<file path="src/rtl/router_1xn.sv">
// router_1xn: single byte-stream input steered by header address into
// NUM_PORTS first-word-fall-through FIFOs, with length framing, parity check,
// invalid-address drop and per-port read-timeout flush.
// Optional: define ROUTER_STATS_EN to add err_cnt/drop_cnt statistics outputs.
module router_1xn #(
    parameter int DATA_W     = 8,
    parameter int NUM_PORTS  = 3,
    parameter int FIFO_DEPTH = 16,
    parameter int TIMEOUT    = 30
) (
    input  logic                        clock,
    input  logic                        resetn,
    input  logic                        pkt_valid,
    input  logic [DATA_W-1:0]           data_in,
    output logic                        busy,
    output logic                        err,
    input  logic [NUM_PORTS-1:0]        rd_en,
    output logic [NUM_PORTS-1:0]        vld_out,
    output logic [NUM_PORTS*DATA_W-1:0] data_out
`ifdef ROUTER_STATS_EN
    ,
    output logic [15:0]                 err_cnt,
    output logic [15:0]                 drop_cnt
`endif
);

    localparam int ADDR_W = ($clog2(NUM_PORTS) < 1) ? 1 : $clog2(NUM_PORTS);
    localparam int NSLOT  = 1 << ADDR_W;
    localparam int LEN_W  = DATA_W - ADDR_W;
    localparam int AW     = $clog2(FIFO_DEPTH);
    localparam int PTR_W  = AW + 1;
    localparam int CNT_W  = $clog2(TIMEOUT + 1);

    typedef enum logic [1:0] {S_IDLE, S_PAYLOAD, S_PARITY, S_DROP} state_t;

    state_t              r_state, w_state_nxt;
    logic [ADDR_W-1:0]   r_dest, w_dest_nxt;
    logic [LEN_W-1:0]    r_remain, w_remain_nxt;
    logic [DATA_W-1:0]   r_parity, w_parity_nxt;
    logic                r_err;

    logic [PTR_W-1:0]    r_wr_ptr [NUM_PORTS];
    logic [PTR_W-1:0]    r_rd_ptr [NUM_PORTS];
    logic [CNT_W-1:0]    r_cnt    [NUM_PORTS];
    logic [DATA_W-1:0]   r_mem    [NUM_PORTS][FIFO_DEPTH];

    logic [NSLOT-1:0]    w_full, w_flush;
    logic [NUM_PORTS-1:0] w_empty, w_pop, w_push;
    logic [ADDR_W-1:0]   w_addr, w_wr_port;
    logic                w_addr_ok, w_busy, w_accept, w_wr_en, w_bad_hdr, w_par_err;

    assign w_addr    = data_in[ADDR_W-1:0];
    assign w_addr_ok = int'(w_addr) < NUM_PORTS;
    assign w_accept  = pkt_valid && !w_busy;
    assign busy      = w_busy;
    assign err       = r_err;

    // Per-port FIFO status, timeout detection and FWFT head presentation
    always_comb begin
        // NOTE: every combinational output gets a default first so no path can infer a latch.
        w_full   = '0;
        w_flush  = '0;
        w_empty  = '0;
        w_pop    = '0;
        vld_out  = '0;
        data_out = '0;
        for (int i = 0; i < NUM_PORTS; i++) begin
            w_empty[i] = (r_wr_ptr[i] == r_rd_ptr[i]);
            w_full[i]  = (r_wr_ptr[i] == (r_rd_ptr[i] ^ {1'b1, {AW{1'b0}}}));
            w_pop[i]   = rd_en[i] && !w_empty[i];
            w_flush[i] = !w_empty[i] && !rd_en[i] && (r_cnt[i] == CNT_W'(TIMEOUT));
            vld_out[i] = !w_empty[i];
            if (!w_empty[i])
                data_out[i*DATA_W +: DATA_W] = r_mem[i][r_rd_ptr[i][AW-1:0]];
        end
    end

    // Backpressure: full status is taken before any same-cycle pop
    always_comb begin
        w_busy = 1'b0;
        case (r_state)
            S_IDLE:              w_busy = pkt_valid && w_addr_ok && w_full[w_addr];
            S_PAYLOAD, S_PARITY: w_busy = w_full[r_dest];
            default:             w_busy = 1'b0;
        endcase
    end

    // Next-state, framing and parity logic
    always_comb begin
        w_state_nxt  = r_state;
        w_dest_nxt   = r_dest;
        w_remain_nxt = r_remain;
        w_parity_nxt = r_parity;
        w_wr_en      = 1'b0;
        w_wr_port    = r_dest;
        w_bad_hdr    = 1'b0;
        w_par_err    = 1'b0;
        case (r_state)
            S_IDLE: begin
                if (w_accept) begin
                    w_dest_nxt   = w_addr;
                    w_remain_nxt = data_in[DATA_W-1:ADDR_W];
                    w_parity_nxt = data_in;
                    if (w_addr_ok) begin
                        w_wr_en     = 1'b1;
                        w_wr_port   = w_addr;
                        w_state_nxt = (data_in[DATA_W-1:ADDR_W] == '0) ? S_PARITY : S_PAYLOAD;
                        // A header landing on a port being flushed loses the whole packet
                        if (w_flush[w_addr]) w_state_nxt = S_DROP;
                    end else begin
                        w_bad_hdr   = 1'b1;
                        w_state_nxt = S_DROP;
                    end
                end
            end
            S_PAYLOAD: begin
                if (w_accept) begin
                    w_wr_en      = 1'b1;
                    w_parity_nxt = r_parity ^ data_in;
                    w_remain_nxt = r_remain - LEN_W'(1);
                    if (r_remain == LEN_W'(1)) w_state_nxt = S_PARITY;
                end
                // Remaining payload count carries over so DROP still ends on the parity word
                if (w_flush[r_dest]) w_state_nxt = S_DROP;
            end
            S_PARITY: begin
                if (w_accept) begin
                    w_wr_en     = 1'b1;
                    w_state_nxt = S_IDLE;
                    w_par_err   = (data_in != r_parity) && !w_flush[r_dest];
                end else if (w_flush[r_dest]) begin
                    w_state_nxt = S_DROP;
                end
            end
            default: begin
                if (w_accept) begin
                    if (r_remain == '0) w_state_nxt = S_IDLE;
                    else                w_remain_nxt = r_remain - LEN_W'(1);
                end
            end
        endcase
    end

    // Decode the single write port into per-FIFO push strobes
    always_comb begin
        w_push = '0;
        for (int i = 0; i < NUM_PORTS; i++)
            w_push[i] = w_wr_en && (int'(w_wr_port) == i);
    end

    // FSM state and packet context registers
    always_ff @(posedge clock or negedge resetn) begin
        if (!resetn) begin
            r_state  <= S_IDLE;
            r_dest   <= '0;
            r_remain <= '0;
            r_parity <= '0;
            r_err    <= 1'b0;
        end else begin
            // NOTE: sequential state uses non-blocking assignments so every register samples pre-edge values.
            r_state  <= w_state_nxt;
            r_dest   <= w_dest_nxt;
            r_remain <= w_remain_nxt;
            r_parity <= w_parity_nxt;
            r_err    <= w_bad_hdr || w_par_err;
        end
    end

    // FIFO pointers and read-timeout counters; a flush snaps rd onto wr
    always_ff @(posedge clock or negedge resetn) begin
        if (!resetn) begin
            for (int i = 0; i < NUM_PORTS; i++) begin
                r_wr_ptr[i] <= '0;
                r_rd_ptr[i] <= '0;
                r_cnt[i]    <= '0;
            end
        end else begin
            for (int i = 0; i < NUM_PORTS; i++) begin
                if (w_flush[i]) begin
                    r_rd_ptr[i] <= r_wr_ptr[i];
                    r_cnt[i]    <= '0;
                end else begin
                    if (w_push[i]) r_wr_ptr[i] <= r_wr_ptr[i] + PTR_W'(1);
                    if (w_pop[i])  r_rd_ptr[i] <= r_rd_ptr[i] + PTR_W'(1);
                    if (!w_empty[i] && !rd_en[i]) r_cnt[i] <= r_cnt[i] + CNT_W'(1);
                    else                          r_cnt[i] <= '0;
                end
            end
        end
    end

    // FIFO storage writes
    // NOTE: storage has no reset; pointers alone define which entries are valid.
    always_ff @(posedge clock) begin
        for (int i = 0; i < NUM_PORTS; i++)
            if (w_push[i] && !w_flush[i])
                r_mem[i][r_wr_ptr[i][AW-1:0]] <= data_in;
    end

`ifdef ROUTER_STATS_EN
    logic [15:0] r_err_cnt, r_drop_cnt;
    logic [4:0]  w_drop_inc;
    logic [16:0] w_drop_sum;

    assign err_cnt  = r_err_cnt;
    assign drop_cnt = r_drop_cnt;

    // Number of drop events this cycle: bad header plus any timeout flushes
    always_comb begin
        w_drop_inc = {4'b0, w_bad_hdr};
        for (int i = 0; i < NUM_PORTS; i++)
            w_drop_inc = w_drop_inc + 5'(w_flush[i]);
        w_drop_sum = {1'b0, r_drop_cnt} + 17'(w_drop_inc);
    end

    // Saturating statistics counters
    always_ff @(posedge clock or negedge resetn) begin
        if (!resetn) begin
            r_err_cnt  <= '0;
            r_drop_cnt <= '0;
        end else begin
            if (w_par_err && r_err_cnt != 16'hFFFF) r_err_cnt <= r_err_cnt + 16'd1;
            r_drop_cnt <= w_drop_sum[16] ? 16'hFFFF : w_drop_sum[15:0];
        end
    end
`endif

endmodule
</file>
<file path="config.mk">
export PLATFORM = sky130hd
export DESIGN_NAME = router_1xn
export DESIGN_NICKNAME = d
export VERILOG_FILES = /design/src/rtl/router_1xn.sv
export SDC_FILE = /design/constraint.sdc
export NUM_CORES = 1
export LEC_CHECK = 0
export ABC_AREA = 0
export CORE_MARGIN = 5
export CORE_UTILIZATION = 30
export CTS_BUF_LIST = sky130_fd_sc_hd__clkbuf_4
export CTS_CLUSTER_DIAMETER = 150
export DETAILED_ROUTE_END_ITERATION = 10
export HOLD_SLACK_MARGIN = 0.1
export PLACE_DENSITY_LB_ADDON = 0.3
export SETUP_SLACK_MARGIN = 0.4
export SLEW_MARGIN = 20
export SYNTH_ARGS = -nofsm -noshare
export SYNTH_HDL_FRONTEND = slang
export SYNTH_SLANG_ARGS = --single-unit
</file>
<file path="constraint.sdc">
create_clock -name clock -period 3.9 [get_ports clock]
set_input_delay 0.78 -clock clock [delete_from_list [all_inputs] [get_ports clock]]
set_output_delay 0.78 -clock clock [all_outputs]
set_load 0.02 [all_outputs]
</file>
# Word level (Yosys, flattened, before mapping)
# Memories as Yosys holds them, arrays and structs flattened.
# Index checks and enable logic that the tools add are counted.
# Widths: inputs -> output; s select.
dict set report totals {
  regBits 64
  mem_bits_rw 384
  input_bits 14
  output_inout_bits 29
  wordCells 209
  n_memories 1
}
# memory depth word_bits read_ports rd_clocked_by_memory_dff wr line_no
set mem_list {}
lappend mem_list {r_mem 3 128 3 0 1 45} ;# logic [DATA_W-1:0] r_mem [NUM_PORTS][FIFO_DEPTH];
dict set report op_classes {
  add_sub_neg 10
  order_cmp 12
  eq_ne 21
  n_mux 83
  bitwise 14
  n_reduce_logical 54
}
# cell n
set op_table {}
lappend op_table {{$mux 128} 7}
lappend op_table {{$reduce_or 128->1} 2}
lappend op_table {{$mux 8} 14}
lappend op_table {{$bmux 8 s4} 3}
lappend op_table {{$demux 8 s4} 3}
lappend op_table {{$mux 5} 12}
lappend op_table {{$add 5x1->5 const B} 9}
lappend op_table {{$mux 2} 16}
lappend op_table {{$eq 5x5->1} 6}
lappend op_table {{$ge 5x5->1 const B} 6}
lappend op_table {{$not 4->5} 6}
lappend op_table {{$mux 6} 4}
lappend op_table {{$logic_and 1x1->1} 22}
lappend op_table {{$pmux 6 s3} 1}
lappend op_table {{$pmux 8 s2} 1}
lappend op_table {{$eq 5x5->1 const B} 3}
lappend op_table {{$lt 5x1->1 const B} 3}
lappend op_table {{$mux 1} 15}
lappend op_table {{$logic_not 6->1} 2}
lappend op_table {{$logic_not 1->1} 11}
lappend op_table {{$ne 3x3->1 const B} 3}
lappend op_table {{$bmux 1 s2} 4}
lappend op_table {{$ne 8x8->1} 1}
lappend op_table {{$reduce_and 2->1} 4}
lappend op_table {{20 further kinds} 36}

# Depth between registers and ports, before layout
dict set report logic_depth {
  word_depth 18
  depth_mapped 11
  mapped_depth_nobuf 10
}

# Least setup slack after synthesis
# No wires, ideal clock.
dict set report synth_path {
  path_type {input-to-reg}
  start {in data_in[0]}
  end {mem r_mem[0][360] in the netlist's numbering, enable pin}
  setup_time_ns 0.383
  t_arrival_ns 2.922
  t_required_ns 3.517
  setup_slack_ns 0.595
  stages 7
  path_buffers 0
  cell_sequence {nand3b_1 o22a_4 nand2_4 a2111o_1 a2111oi_4 nand2_2 nor3_1}
}
dict set report synth_between {
  elab_chain_cells 16
  word_cells_on_any_way 36
  classes_between {order compare (1); eq/ne (2); mux (20); reduce/logical (13)}
}
# item line_no
set synth_rtl {}
lappend synth_rtl {{start, declared} 14} ;# input logic [DATA_W-1:0] data_in,
lappend synth_rtl {{$lt 2x2->1 / $bmux 1 s2 (equally long branches)} {53, 82}}
lappend synth_rtl {{$logic_and 1x1->1 / $mux 1 (equally long branches)} 82} ;# S_IDLE: w_busy = pkt_valid && w_addr_ok && w_full[w_addr];
lappend synth_rtl {{$logic_and 1x1->1} 82}
lappend synth_rtl {{$pmux 1 s2} 81} ;# case (r_state)
lappend synth_rtl {{$logic_not 1->1} 54} ;# assign w_accept = pkt_valid && !w_busy;
lappend synth_rtl {{$logic_and 1x1->1} 54}
lappend synth_rtl {{$mux 2} 100} ;# if (w_accept) begin
lappend synth_rtl {{$mux 2} 98} ;# case (r_state)
lappend synth_rtl {{$eq 2x2->1} 148} ;# w_push[i] = w_wr_en && (int'(w_wr_port) == i);
lappend synth_rtl {{$logic_and 1x1->1} 148}
lappend synth_rtl {{$logic_and 1x1->1} 196} ;# if (w_push[i] && !w_flush[i])
lappend synth_rtl {{$mux 1} 196}
lappend synth_rtl {{$mux 128 (implied by the code)} 197} ;# r_mem[i][r_wr_ptr[i][AW-1:0]] <= data_in;
lappend synth_rtl {{$reduce_or 128->1 (no source line)} --}
lappend synth_rtl {{$mux 2 (no source line) / $mux 128 (equally long branches) (2 in a row)} --}
lappend synth_rtl {{end, declared} 45}
# Several ways; a longest one is shown, not always the timed one. The select of a mux whose other input is x is not followed.

# Worst setup path in the final report
dict set report layout_path {
  start {reg r_rd_ptr[0] in the netlist's numbering}
  end {out data_out[18]}
}
dict set report layout_between {
  elab_chain_cells 5
  word_cells_on_any_way 6
  classes_between {eq/ne (1); mux (4); bitwise (1)}
}
# item line_no
set layout_rtl {}
lappend layout_rtl {{start, declared} 43} ;# logic [PTR_W-1:0] r_rd_ptr [NUM_PORTS];
lappend layout_rtl {{start signal, assigned by index} 180} ;# r_rd_ptr[i] <= r_wr_ptr[i];
lappend layout_rtl {{start signal, assigned by index} 184} ;# if (w_pop[i]) r_rd_ptr[i] <= r_rd_ptr[i] + PTR_W'(1);
lappend layout_rtl {{$not 4->5 (implied by the code)} 74} ;# data_out[i*DATA_W +: DATA_W] = r_mem[i][r_rd_ptr[i][AW-1:0]];
lappend layout_rtl {{$bmux 8 s4} 74}
lappend layout_rtl {{$mux 8 (implied by the code) (2 in a row)} 74}
lappend layout_rtl {{$mux 8 *} 73} ;# if (!w_empty[i])
lappend layout_rtl {{end, declared} 19} ;# output logic [NUM_PORTS*DATA_W-1:0] data_out
# Mark *: on every way between the ends. The rest lies on a longest branch, timed or not. The select of a mux whose other input is x is not followed.

==> metrics <==
via count=10800; Rows=92; synth unique cells=65; Leak=between 8 and 9 nW; EDFF count, synth=384; post-synth top area share=0.610; pwr dens=712 nW/µm²; CP Max Fanout=7; Reg2Reg Launch Point=r_rd_ptr[0]; DRC=0; Max-Cap Viols=0; Net Switching=5.38 mW; sw frac=0.326; DRT met1 WL=21100 µm; final setup vio count=0; Hold Vio Cnt, Final=0; skew final=84.9 ps; Final GP Congestion=between 0.7 and 0.8; sequential fraction of design power=0.362; syn avg cell area=between 15 and 20 µm²; cell count after synthesis=1060; routed len/inst=roughly 22 µm; initial DRC count=842; total power draw=16.5 mW; max layer used=met5; crit path to=data_out[18]; most frequent CP cell=mux4_2; Post-DRT Antenna Nets=0; met2 WL post-DR=22900 µm; Worst R2R Path Depth=13; #FFs+latches synth=between 400 and 500; global-route wire length before repair=a little over 70000 µm; CTS root buffer=clkbuf_4; WS Path Type=flip-flop to output port; Port Buffers=42; Tot GR Track Use=0.140; clock sinks=448; main flop type after synthesis=edfxtp_1; Critical Path Slowest Stage Cell=mux4_2; delay of the slowest cell on the worst path=approximately 530 ps; CORE AREA=about 63000 µm²; Reg clk slew, reported paths=60 ps; cts bufs inserted=119; register area share after synthesis=0.694; Ys Warns=0; met3 WL=3280 µm; f_max=271 MHz; die area=68200 µm²; ranking of synthesized cells by area=edfxtp_1 (61%), mux4_2 (14%), dfrtp_1 (8.5%), ha_1 (1.8%), xnor2_1 (1.5%); relative slew slack=0.318; startpoint types=flip-flop; Detailed Route WL=48100 µm; asr flop ratio synth=0.143; Min-Delay Path Depth=2; H-tree levels=3; worst hold path type=input pin to flip-flop; CP arrival=2920 ps; r2r setup slk=540 ps; Die Width=approximately 260 µm; area delta synth->final=22.4%; layout cells sized above 1=0.377; crit path time final=around 3700 ps; DRT Pass-1 Iters=4; Net Count, Synth=between 1000 and 1500; GRT overflow=0; Nets=roughly 1300; combinational share of power=0.388; TNS Setup=0 ps; fillers=5868; Post-DP HPWL=around 28000 µm; # IOs=between 40 and 50; r2r endpoint=r_state[0]; mapped cell area=18900 µm²; vias in the first global route=between 10000 and 15000; P_int=11.1 mW; CP required=3120 ps; CP cell instances=buf_12, buf_16, mux4_2, mux4_2, nor2b_4, buf_6; pin count of the biggest net entering global routing=53; TritonCTS clock tree=yes; Final period util=0.948; Slew Viols, Final=0; DR vias/cell=roughly 4.8; Initial Util=0.302; status=finished, final reports clean; Die H=261 µm; RSZ-0062 raised after global routing=true; initial antenna violation count=4; Clk Latency, worst-skew pair=860 ps; worst slew pin tran=~1000 ps; Worst Setup End Kind=output port; CTS Buffer Depth=3; Worst setup startpoint=r_rd_ptr[0]; worst vdd ir=between 0.5 and 0.6 mV; Synth area leader=edfxtp_1; Clock Power Share=0.250
-- layout by cell type, fill, tap and decap left out, drive strengths merged, types with 3 or more instances in the layout --
cell type | Yosys | layout
nand3 | 22 | 22
dfrtp | 64 | 64
nor3 | 9 | 9
clkinv | 1 | 32
inv | 21 | 23
nor2 | 64 | 64
nor2b | 24 | 24
a2111oi | 4 | 4
mux4 | 120 | 120
and2 | 11 | 11
o221ai | 3 | 3
mux2 | 4 | 4
o21ai | 27 | 27
clkbuf | 29 | 187
xor2 | 11 | 11
o22ai | 9 | 9
or3b | 3 | 3
and3 | 36 | 36
nand2b | 6 | 6
a311oi | 9 | 9
nand4 | 13 | 13
edfxtp | 384 | 384
nand2 | 34 | 34
a21oi | 33 | 33
xnor2 | 33 | 33
clkdlybuf4s50 | 0 | 5
mux2i | 3 | 3
ha | 27 | 27
diode | 0 | 3
buf | 23 | 147
-- cells by family (layout without fill, tap and decap cells) --
kind of cell,Yosys count,count (layout),synth area share
compound gates,106,106,0.0372
other cells,0,3,0
flops,448,448,0.694
buf+inv,74,397,0.0166
fa+ha+maj,27,27,0.0179
simple gates,234,234,0.0666
xor+xnor,44,44,0.0204
mux,127,127,0.147
-- cell type report --
type / instances / area [µm²] / share of cell area
antenna: 3 / 7.51 / 0.000324
clock buffer: 183 / 1370 / 0.0593
sequential: 448 / 13100 / 0.567
tap: 846 / 1060 / 0.0457
clock inverter: 35 / 174 / 0.00751
inverter: 22 / 82.6 / 0.00357
multi-input combinational: 538 / 5650 / 0.244
timing repair buffer: 157 / 1680 / 0.0726
-- synthesized netlist by cell type, types with 10 or more instances --
| master | n |
|---|---|
| edfxtp_1 | 384 |
| mux4_2 | 119 |
| dfrtp_1 | 64 |
| nor2_1 | 64 |
| and3_1 | 36 |
| xnor2_1 | 33 |
| a21oi_1 | 32 |
| nand2_1 | 29 |
| clkbuf_1 | 28 |
| ha_1 | 27 |
| nor2b_1 | 24 |
| o21ai_0 | 24 |
| inv_1 | 21 |
| nand3_1 | 21 |
| and2_1 | 11 |
| xor2_1 | 11 |
| nand4_1 | 10 |
-- per-stage QoR --
step	hold slack [ps]	util	std cells	setup WS [ps]	area [µm²]
2_1_floorplan	454	-	1060	595	18900
3_3_place_gp	472	0.329	1958	198	20600
3_5_place_dp	478	0.329	1958	200	20600
4_1_cts	238	0.363	2215	66.0	22800
6_report	367	0.369	2232	204	23200
5_1_grt	308	0.369	2231	61.7	23200
-- state kept, by name (all words and copies together) (netlist names) --
register / flops
r_mem: 384
r_cnt: 15
r_rd_ptr: 15
r_wr_ptr: 15
r_parity: 8
r_remain: 6
r_dest: 2
r_state: 2
err: 1
-- repair_timing --
item	CTS	global route
setup endpoints to repair	28	255
endpoints found under the hold margin	25	0
setup buffers	30	11
gates resized for setup	163	68
hold buffers	1	0
gates cloned	8	3
pin swaps	6	3
-- worst min-delay path by stage --
stage,start,to,slack (ps)
final,data_in[0],r_parity[0],370
after global routing,data_in[0],r_parity[0],310
after CTS,data_in[0],r_parity[0],240
after detailed placement,r_cnt[0],r_cnt[0],480
after global placement,r_cnt[5],r_cnt[5],470
after floorplan,r_cnt[10],r_cnt[10],450
-- worst max-delay path: cells and delay by family (launching register included) --
family	cells	cell delay, ps
simple gates	1	140
flops	1	480
mux	2	1020
buf+inv	3	430
-- metal layers --
metal,up-vias,global-route usage
li1,4775,-
met1,5573,0.193
met2,379,0.220
met3,70,0.0382
met4,4,0.0419
met5,-,0
-- power groups by stage --
stage,sequential [mW],clock (mW),combinational (mW)
finish,5.97,4.12,6.40
global route,6.02,4.54,6.86
CTS,5.97,4.27,5.92
detailed placement,6.04,0,5.34
global placement,6.04,0,5.32
floorplan,5.89,0,3.58
Note: power is estimated with default switching activity, not from simulation.
